<file path="src/rtl/pipe_adder_pkg.sv">
// pipe_adder_pkg
// Shared definitions for the pipelined add/subtract unit:
//   ADD / SUB    - encoding of the 'sub' mode input
//   chunk_width  - width of one carry chunk, or 0 when SIZE/STAGES is not a
//                  legal split (STAGES outside 1..SIZE or not dividing SIZE)
package pipe_adder_pkg;

  localparam logic ADD = 1'b0;
  localparam logic SUB = 1'b1;

  function automatic int chunk_width(input int size, input int stages);
    if (stages < 1 || stages > size || (size % stages) != 0) begin
      return 0;
    end
    return size / stages;
  endfunction

endpackage

</file>
<file path="src/rtl/pipe_adder_stage.sv">
// pipe_adder_stage
// One pipeline stage of pipe_adder: a W-bit chunk adder plus the stage's
// valid bit and load enable.
//
// Data layout (both buses): the low SIZE bits hold the partially finished
// word -- completed sum bits below bit LO, unconsumed operand-A bits above.
// Bits from SIZE upward hold the unconsumed operand-B bits. Each stage
// replaces A chunk [LO +: W] with its sum and drops the consumed B chunk, so
// the outgoing bus is W bits narrower than the incoming one.
//
// Parameters:
//   SIZE - full operand width
//   W    - chunk width
//   HI   - operand bits still unconsumed after this stage (0 for the last)
// Ports:
//   clk, rst    - clock, asynchronous active-high reset
//   up_valid    - upstream beat valid
//   up_carry    - carry into this chunk
//   up_data     - incoming bus, SIZE+W+HI bits
//   down_load   - downstream stage loads this cycle (out_ready for the last)
//   load        - this stage loads this cycle
//   valid       - stage holds a beat
//   carry       - registered carry out of this chunk
//   data        - registered outgoing bus, SIZE+HI bits
//   up_ovf/ovf  - overflow flag chain (only with PIPE_ADDER_OVF_EN)
module pipe_adder_stage #(
  parameter int SIZE = 8,
  parameter int W    = 4,
  parameter int HI   = 0
) (
  input  logic               clk,
  input  logic               rst,
  input  logic               up_valid,
  input  logic               up_carry,
  input  logic [SIZE+W+HI-1:0] up_data,
  input  logic               down_load,
  output logic               load,
  output logic               valid,
  output logic               carry,
  output logic [SIZE+HI-1:0] data
`ifdef PIPE_ADDER_OVF_EN
  ,
  input  logic               up_ovf,
  output logic               ovf
`endif
);

  localparam int LO = SIZE - W - HI;

  logic [W-1:0]       a_chunk;
  logic [W-1:0]       b_chunk;
  logic [W:0]         chunk_sum;
  logic [SIZE+HI-1:0] data_nxt;

  assign a_chunk   = up_data[LO +: W];
  assign b_chunk   = up_data[SIZE +: W];
  assign chunk_sum = {1'b0, a_chunk} + {1'b0, b_chunk} + {{W{1'b0}}, up_carry};

  // Shifting right by W drops the consumed B chunk and lines the remaining
  // B bits up at bit SIZE; the low SIZE bits are then restored from the
  // incoming word with this chunk's sum patched in.
  always_comb begin
    data_nxt               = (SIZE+HI)'(up_data >> W);
    data_nxt[SIZE-1:0]     = up_data[SIZE-1:0];
    data_nxt[LO +: W]      = chunk_sum[W-1:0];
  end

  // A stage can take new data when it is empty or its content moves on.
  assign load = !valid || down_load;

  always_ff @(posedge clk or posedge rst) begin
    if (rst) begin
      valid <= 1'b0;
      carry <= 1'b0;
      data  <= '0;
    end else if (load) begin
      valid <= up_valid;
      if (up_valid) begin
        carry <= chunk_sum[W];
        data  <= data_nxt;
      end
    end
  end

`ifdef PIPE_ADDER_OVF_EN
  // Only the last chunk holds the MSB; earlier stages just forward the chain.
  // Carry into the MSB is recovered from the MSB sum bit and its operands.
  logic msb_carry_in;
  logic ovf_nxt;

  assign msb_carry_in = chunk_sum[W-1] ^ a_chunk[W-1] ^ b_chunk[W-1];
  assign ovf_nxt      = (HI == 0) ? (msb_carry_in ^ chunk_sum[W]) : up_ovf;

  always_ff @(posedge clk or posedge rst) begin
    if (rst) begin
      ovf <= 1'b0;
    end else if (load && up_valid) begin
      ovf <= ovf_nxt;
    end
  end
`endif

endmodule

</file>
<file path="src/rtl/pipe_adder.sv">
// pipe_adder
// Pipelined SIZE-bit add/subtract unit split into STAGES carry chunks with
// one register stage per chunk and valid/ready flow control on both sides.
//   add: {co,sum} = a + b + ci
//   sub: {co,sum} = a + ~b + ~ci  (a - b - ci, co = 1 means no borrow)
// Optional feature macro: PIPE_ADDER_OVF_EN adds the registered signed
// overflow output 'ovf'.
//
// Parameters:
//   SIZE   - operand/result width
//   STAGES - pipeline depth; must divide SIZE, 1 <= STAGES <= SIZE
// Ports:
//   clk, rst            - clock, asynchronous active-high reset
//   in_valid, in_ready  - operand handshake
//   a, b, ci, sub       - operands, carry/borrow-in, mode (0 add, 1 sub)
//   out_valid, out_ready- result handshake
//   sum, co             - result and carry-out
//   ovf                 - signed overflow (PIPE_ADDER_OVF_EN only)
module pipe_adder
  import pipe_adder_pkg::*;
#(
  parameter int SIZE   = 8,
  parameter int STAGES = 2
) (
  input  logic            clk,
  input  logic            rst,
  input  logic            in_valid,
  output logic            in_ready,
  input  logic [SIZE-1:0] a,
  input  logic [SIZE-1:0] b,
  input  logic            ci,
  input  logic            sub,
  output logic            out_valid,
  input  logic            out_ready,
  output logic [SIZE-1:0] sum,
  output logic            co
`ifdef PIPE_ADDER_OVF_EN
  ,
  output logic            ovf
`endif
);

  localparam int W = chunk_width(SIZE, STAGES);

  if (W == 0) begin : g_bad_cfg
    $error("pipe_adder: STAGES must divide SIZE and lie in 1..SIZE");
  end

  logic [SIZE-1:0] b_eff;
  logic            c_eff;

  always_comb begin
    b_eff = b;
    c_eff = ci;
    case (sub)
      ADD: begin
        b_eff = b;
        c_eff = ci;
      end
      SUB: begin
        b_eff = ~b;
        c_eff = ~ci;
      end
    endcase
  end

  // Index k is the input side of stage k; index STAGES is the output side.
  logic [STAGES:0] vld;
  logic [STAGES:0] ld;
  logic [STAGES:0] cy;

  assign vld[0]     = in_valid;
  assign cy[0]      = c_eff;
  assign ld[STAGES] = out_ready;

`ifdef PIPE_ADDER_OVF_EN
  logic [STAGES:0] ov;
  assign ov[0] = 1'b0;
`endif

  for (genvar k = 0; k < STAGES; k++) begin : g_stage
    localparam int HI = SIZE - (k + 1) * W;

    logic [SIZE+W+HI-1:0] d_in;
    logic [SIZE+HI-1:0]   d_q;

    if (k == 0) begin : g_first
      assign d_in = {b_eff, a};
    end else begin : g_next
      assign d_in = g_stage[k-1].d_q;
    end

    pipe_adder_stage #(
      .SIZE (SIZE),
      .W    (W),
      .HI   (HI)
    ) u_stage (
      .clk       (clk),
      .rst       (rst),
      .up_valid  (vld[k]),
      .up_carry  (cy[k]),
      .up_data   (d_in),
      .down_load (ld[k+1]),
      .load      (ld[k]),
      .valid     (vld[k+1]),
      .carry     (cy[k+1]),
      .data      (d_q)
`ifdef PIPE_ADDER_OVF_EN
      ,
      .up_ovf    (ov[k]),
      .ovf       (ov[k+1])
`endif
    );
  end

  assign in_ready  = ld[0];
  assign out_valid = vld[STAGES];
  assign co        = cy[STAGES];
  assign sum       = g_stage[STAGES-1].d_q;

`ifdef PIPE_ADDER_OVF_EN
  assign ovf = ov[STAGES];
`endif

endmodule
</file>
<file path="config.mk">
export PLATFORM = sky130hd
export DESIGN_NAME = pipe_adder
export DESIGN_NICKNAME = d
export VERILOG_FILES = /design/src/rtl/pipe_adder_pkg.sv /design/src/rtl/pipe_adder_stage.sv /design/src/rtl/pipe_adder.sv
export SDC_FILE = /design/constraint.sdc
export NUM_CORES = 1
export LEC_CHECK = 0
export ABC_CLOCK_PERIOD_IN_PS = 1800
export CAP_MARGIN = 10
export CORE_MARGIN = 2
export CORE_UTILIZATION = 44
export CTS_BUF_LIST = sky130_fd_sc_hd__clkbuf_2
export DETAILED_ROUTE_END_ITERATION = 8
export DONT_BUFFER_PORTS = 1
export PLACE_DENSITY = 0.68
export SETUP_SLACK_MARGIN = 0.15
export SYNTH_ARGS = -nofsm -noshare
export SYNTH_HDL_FRONTEND = slang
export SYNTH_SLANG_ARGS = --single-unit
export TNS_END_PERCENT = 5
</file>
<file path="constraint.sdc">
create_clock -name clk -period 1.8 [get_ports clk]
set_clock_uncertainty 0.05 [all_clocks]
set_input_delay 0.18 -clock clk [delete_from_list [all_inputs] [get_ports clk]]
set_output_delay 0.18 -clock clk [all_outputs]
set_load 0.02 [all_outputs]
</file>
==> summary.txt <==
most frequent cell after synthesis -> dfrtp_1
nets -> 148
PwrDens -> 1071 nW/um^2
reg2reg setup slack -> 0.23 ns
root buf cell -> clkbuf_2
Crit path required time -> 2.02 ns
post-synthesis cell area -> 1302 um^2
clock transition at the registers of the reported paths -> 0.20 ns
status -> complete, no violations
clock sinks -> 24
Final setup viols -> 0
1st-iter DRT viols -> 9
Setup TNS Final -> 0 ns
FF/Latch Area -> 600.6 um^2
dpl ws -> 0.1108 ns
final worst-path cycle share -> 87.09%
Syn Inst Count -> 103
top cell type's share of synthesized area -> 46.11%
crit path cell chain -> fa_2 > inv_1 > fa_1 > nor2b_1 > o21ai_1 > a21oi_1
nature of the critical path endpoint -> flop
CP Max Fanout -> 2
Top FF cell, synth -> dfrtp_1
initial antenna violation count -> 0
Unique masters post-synth -> 26
Synth area leader -> dfrtp_1
Hold Crit Class -> in2reg
leakage power -> 0.0006664 uW
IO Count -> 33
footprint of the multi-input gates -> 664.4 um^2
synthesis-stage register bit count -> 24
layout cell share with drive strength beyond 1 -> 21.93%
Area after DPL -> 1338 um^2
sequential fraction of the synthesis area -> 46.11%
via density per instance -> 5.483
Post-synth EDFFs -> 0
Worst Setup Slack, final -> 0.2325 ns
die area -> 3411 um^2
WS Path Type -> reg2reg
startpoint types -> flop
dpl hpwl -> 1653 um
Max-Slew Margin vs Limit -> 79.10%
first-pass GRT wire length -> 3560 um
filler cell count -> 247
final instance area -> 1445 um^2
DRC -> 0
Syn. warnings -> 0
Hold Vio Cnt, Final -> 0
final core occ -> 51.96%
Slew Viols, Final -> 0
RSZ-0062 raised after global routing -> true
top cells by count, synth -> dfrtp_1 (24), xor2_1 (10), o21ai_0 (9), mux2_4 (8), mux2_2 (7)
DRT antenna net count -> 0
H-tree depth -> 1
Crit-path slowest cell -> dfrtp_1
clk buf depth -> 2
diode count -> 0
ys async rst share -> 100.0%
die height -> 58.41 um
Core ar. -> 2781 um^2
fmax -> 637.9 MHz
vias in the first global route -> 823
Via Count -> 795
Cell Rows -> 19
Worst-Margin Slew -> 0.3128 ns
cts bufs inserted -> 3
Syn-to-layout area delta -> 10.95%
final wirelength -> 2095 um
Worst path max stage delay -> 0.44 ns
CTS tree -> done
Overflow after GRT -> 0
Total GRT Usage -> 14.09%
syn nets -> 135
router iterations before antenna repair -> 4
drt wl/cell -> 14.45 um
WP data arrival -> 1.79 ns
fin crit period -> 1.568 ns
ranking of synthesized cells by area -> dfrtp_1 (46%), mux2_4 (9.2%), xor2_1 (6.7%), fa_1 (6.1%), mux2_2 (6.1%)
largest net degree at the start of global routing -> 25
routability cong. -> 0.8066
post-CTS setup-driven buffer insertion count -> 0
port bufs -> 0
Max Cap Violations -> 0
Die W -> 58.41 um
worst vdd ir -> 0.7729 mV
Worst-Skew Late Latency -> 0.33 ns
Initial Util -> 46.83%
syn avg cell area -> 12.65 um^2
## power by group
| part | internal [uW] | switching (uW) | leakage [uW] |
|---|---|---|---|
| Clock | 45.4 | 152 | 0.0000125 |
| Sequential | 697 | 219 | 0.000281 |
| Combinational | 251 | 183 | 0.000373 |
| Total | 993 | 555 | 0.000666 |
## per-stage QoR
stage | cells | total power, uW | hold slack, ns
final | 145 | 1547 | 0.06301
after global routing | 145 | 1658 | 0.05154
after CTS | 145 | 1561 | 0.06561
after detailed placement | 133 | 1352 | 0.08258
after global placement | 133 | 1323 | 0.08037
after floorplan | 103 | 1255 | 0.1446
## layout by cell type (no fill, tap or decap), drive strengths merged, types with 2 or more instances in the layout
cell type	netlist	routed
a21boi	2	2
a21oi	6	6
clkbuf	0	3
ha	6	6
dlygate4sd3	0	9
nand3	2	2
and3b	3	3
inv	7	7
xor2	10	10
dfrtp	24	24
o31ai	2	2
fa	4	4
mux2	15	15
o21ai	9	9
nand2	4	4
## flip-flops by register name, indices dropped and copies added, names as in the netlist
signal and count:
g_stage.u_stage.valid 2, g_stage.u_stage.data 20, g_stage.u_stage.carry 2
## metal layers
layer / part of all wire, % / vias to the layer above / global-route usage [%]
met5: 0 / - / 0
met4: 2.3 / 0 / 7.973
met3: 5.9 / 5 / 2.857
met2: 44 / 26 / 22.31
met1: 48 / 388 / 17.97
li1: - / 376 / -
## path summary, 6_finish.rpt
path / startpoint / to / depth (start not counted)
worst max-delay path: g_stage[0].u_stage.carry / g_stage[1].u_stage.carry / 6
worst min-delay path: in_valid / g_stage[0].u_stage.data[3] / 2
worst max register to register: g_stage[0].u_stage.carry / g_stage[1].u_stage.carry / 6
worst min register to register: g_stage[0].u_stage.data[3] / g_stage[0].u_stage.data[3] / 2
max in group asynchronous: rst / g_stage[0].u_stage.data[3] / 3
min in group asynchronous: rst / g_stage[0].u_stage.data[8] / 3
## cell families after synthesis
group	Yosys count	share of synthesized area (%)
AO/OA/AOI/OAI	21	9.126
flip-flops	24	46.11
adder cells (fa/ha/maj)	10	11.91
multiplexers	15	15.27
XOR/XNOR	11	7.397
buffers and inverters	9	3.458
AND/OR/NAND/NOR	13	6.725
## area by class of cell
| type | count | area share (%) |
|---|---|---|
| Multi-Input combinational cell | 70 | 45.97 |
| Sequential cell | 24 | 41.56 |
| Timing Repair Buffer | 10 | 6.753 |
| Tap cell | 31 | 2.684 |
| Inverter | 7 | 1.991 |
| Clock buffer | 3 | 1.039 |
## worst max-delay path, delay by kind of cell (launching register included)
family	cells	cell delay, ns
fa+ha+maj	2	0.62
flops	1	0.44
compound gates	2	0.22
simple gates	1	0.13
buf+inv	1	0.05
## what timing repair did
| action | in CTS | in global routing |
|---|---|---|
| gates resized for setup | 1 | 2 |
| endpoints found under the setup margin | 2 | 3 |
| pin swaps | 0 | 0 |
| hold buffers | 9 | 0 |
| hold endpoints to repair | 32 | 0 |
No activity file was read; power rests on OpenSTA's default activity.
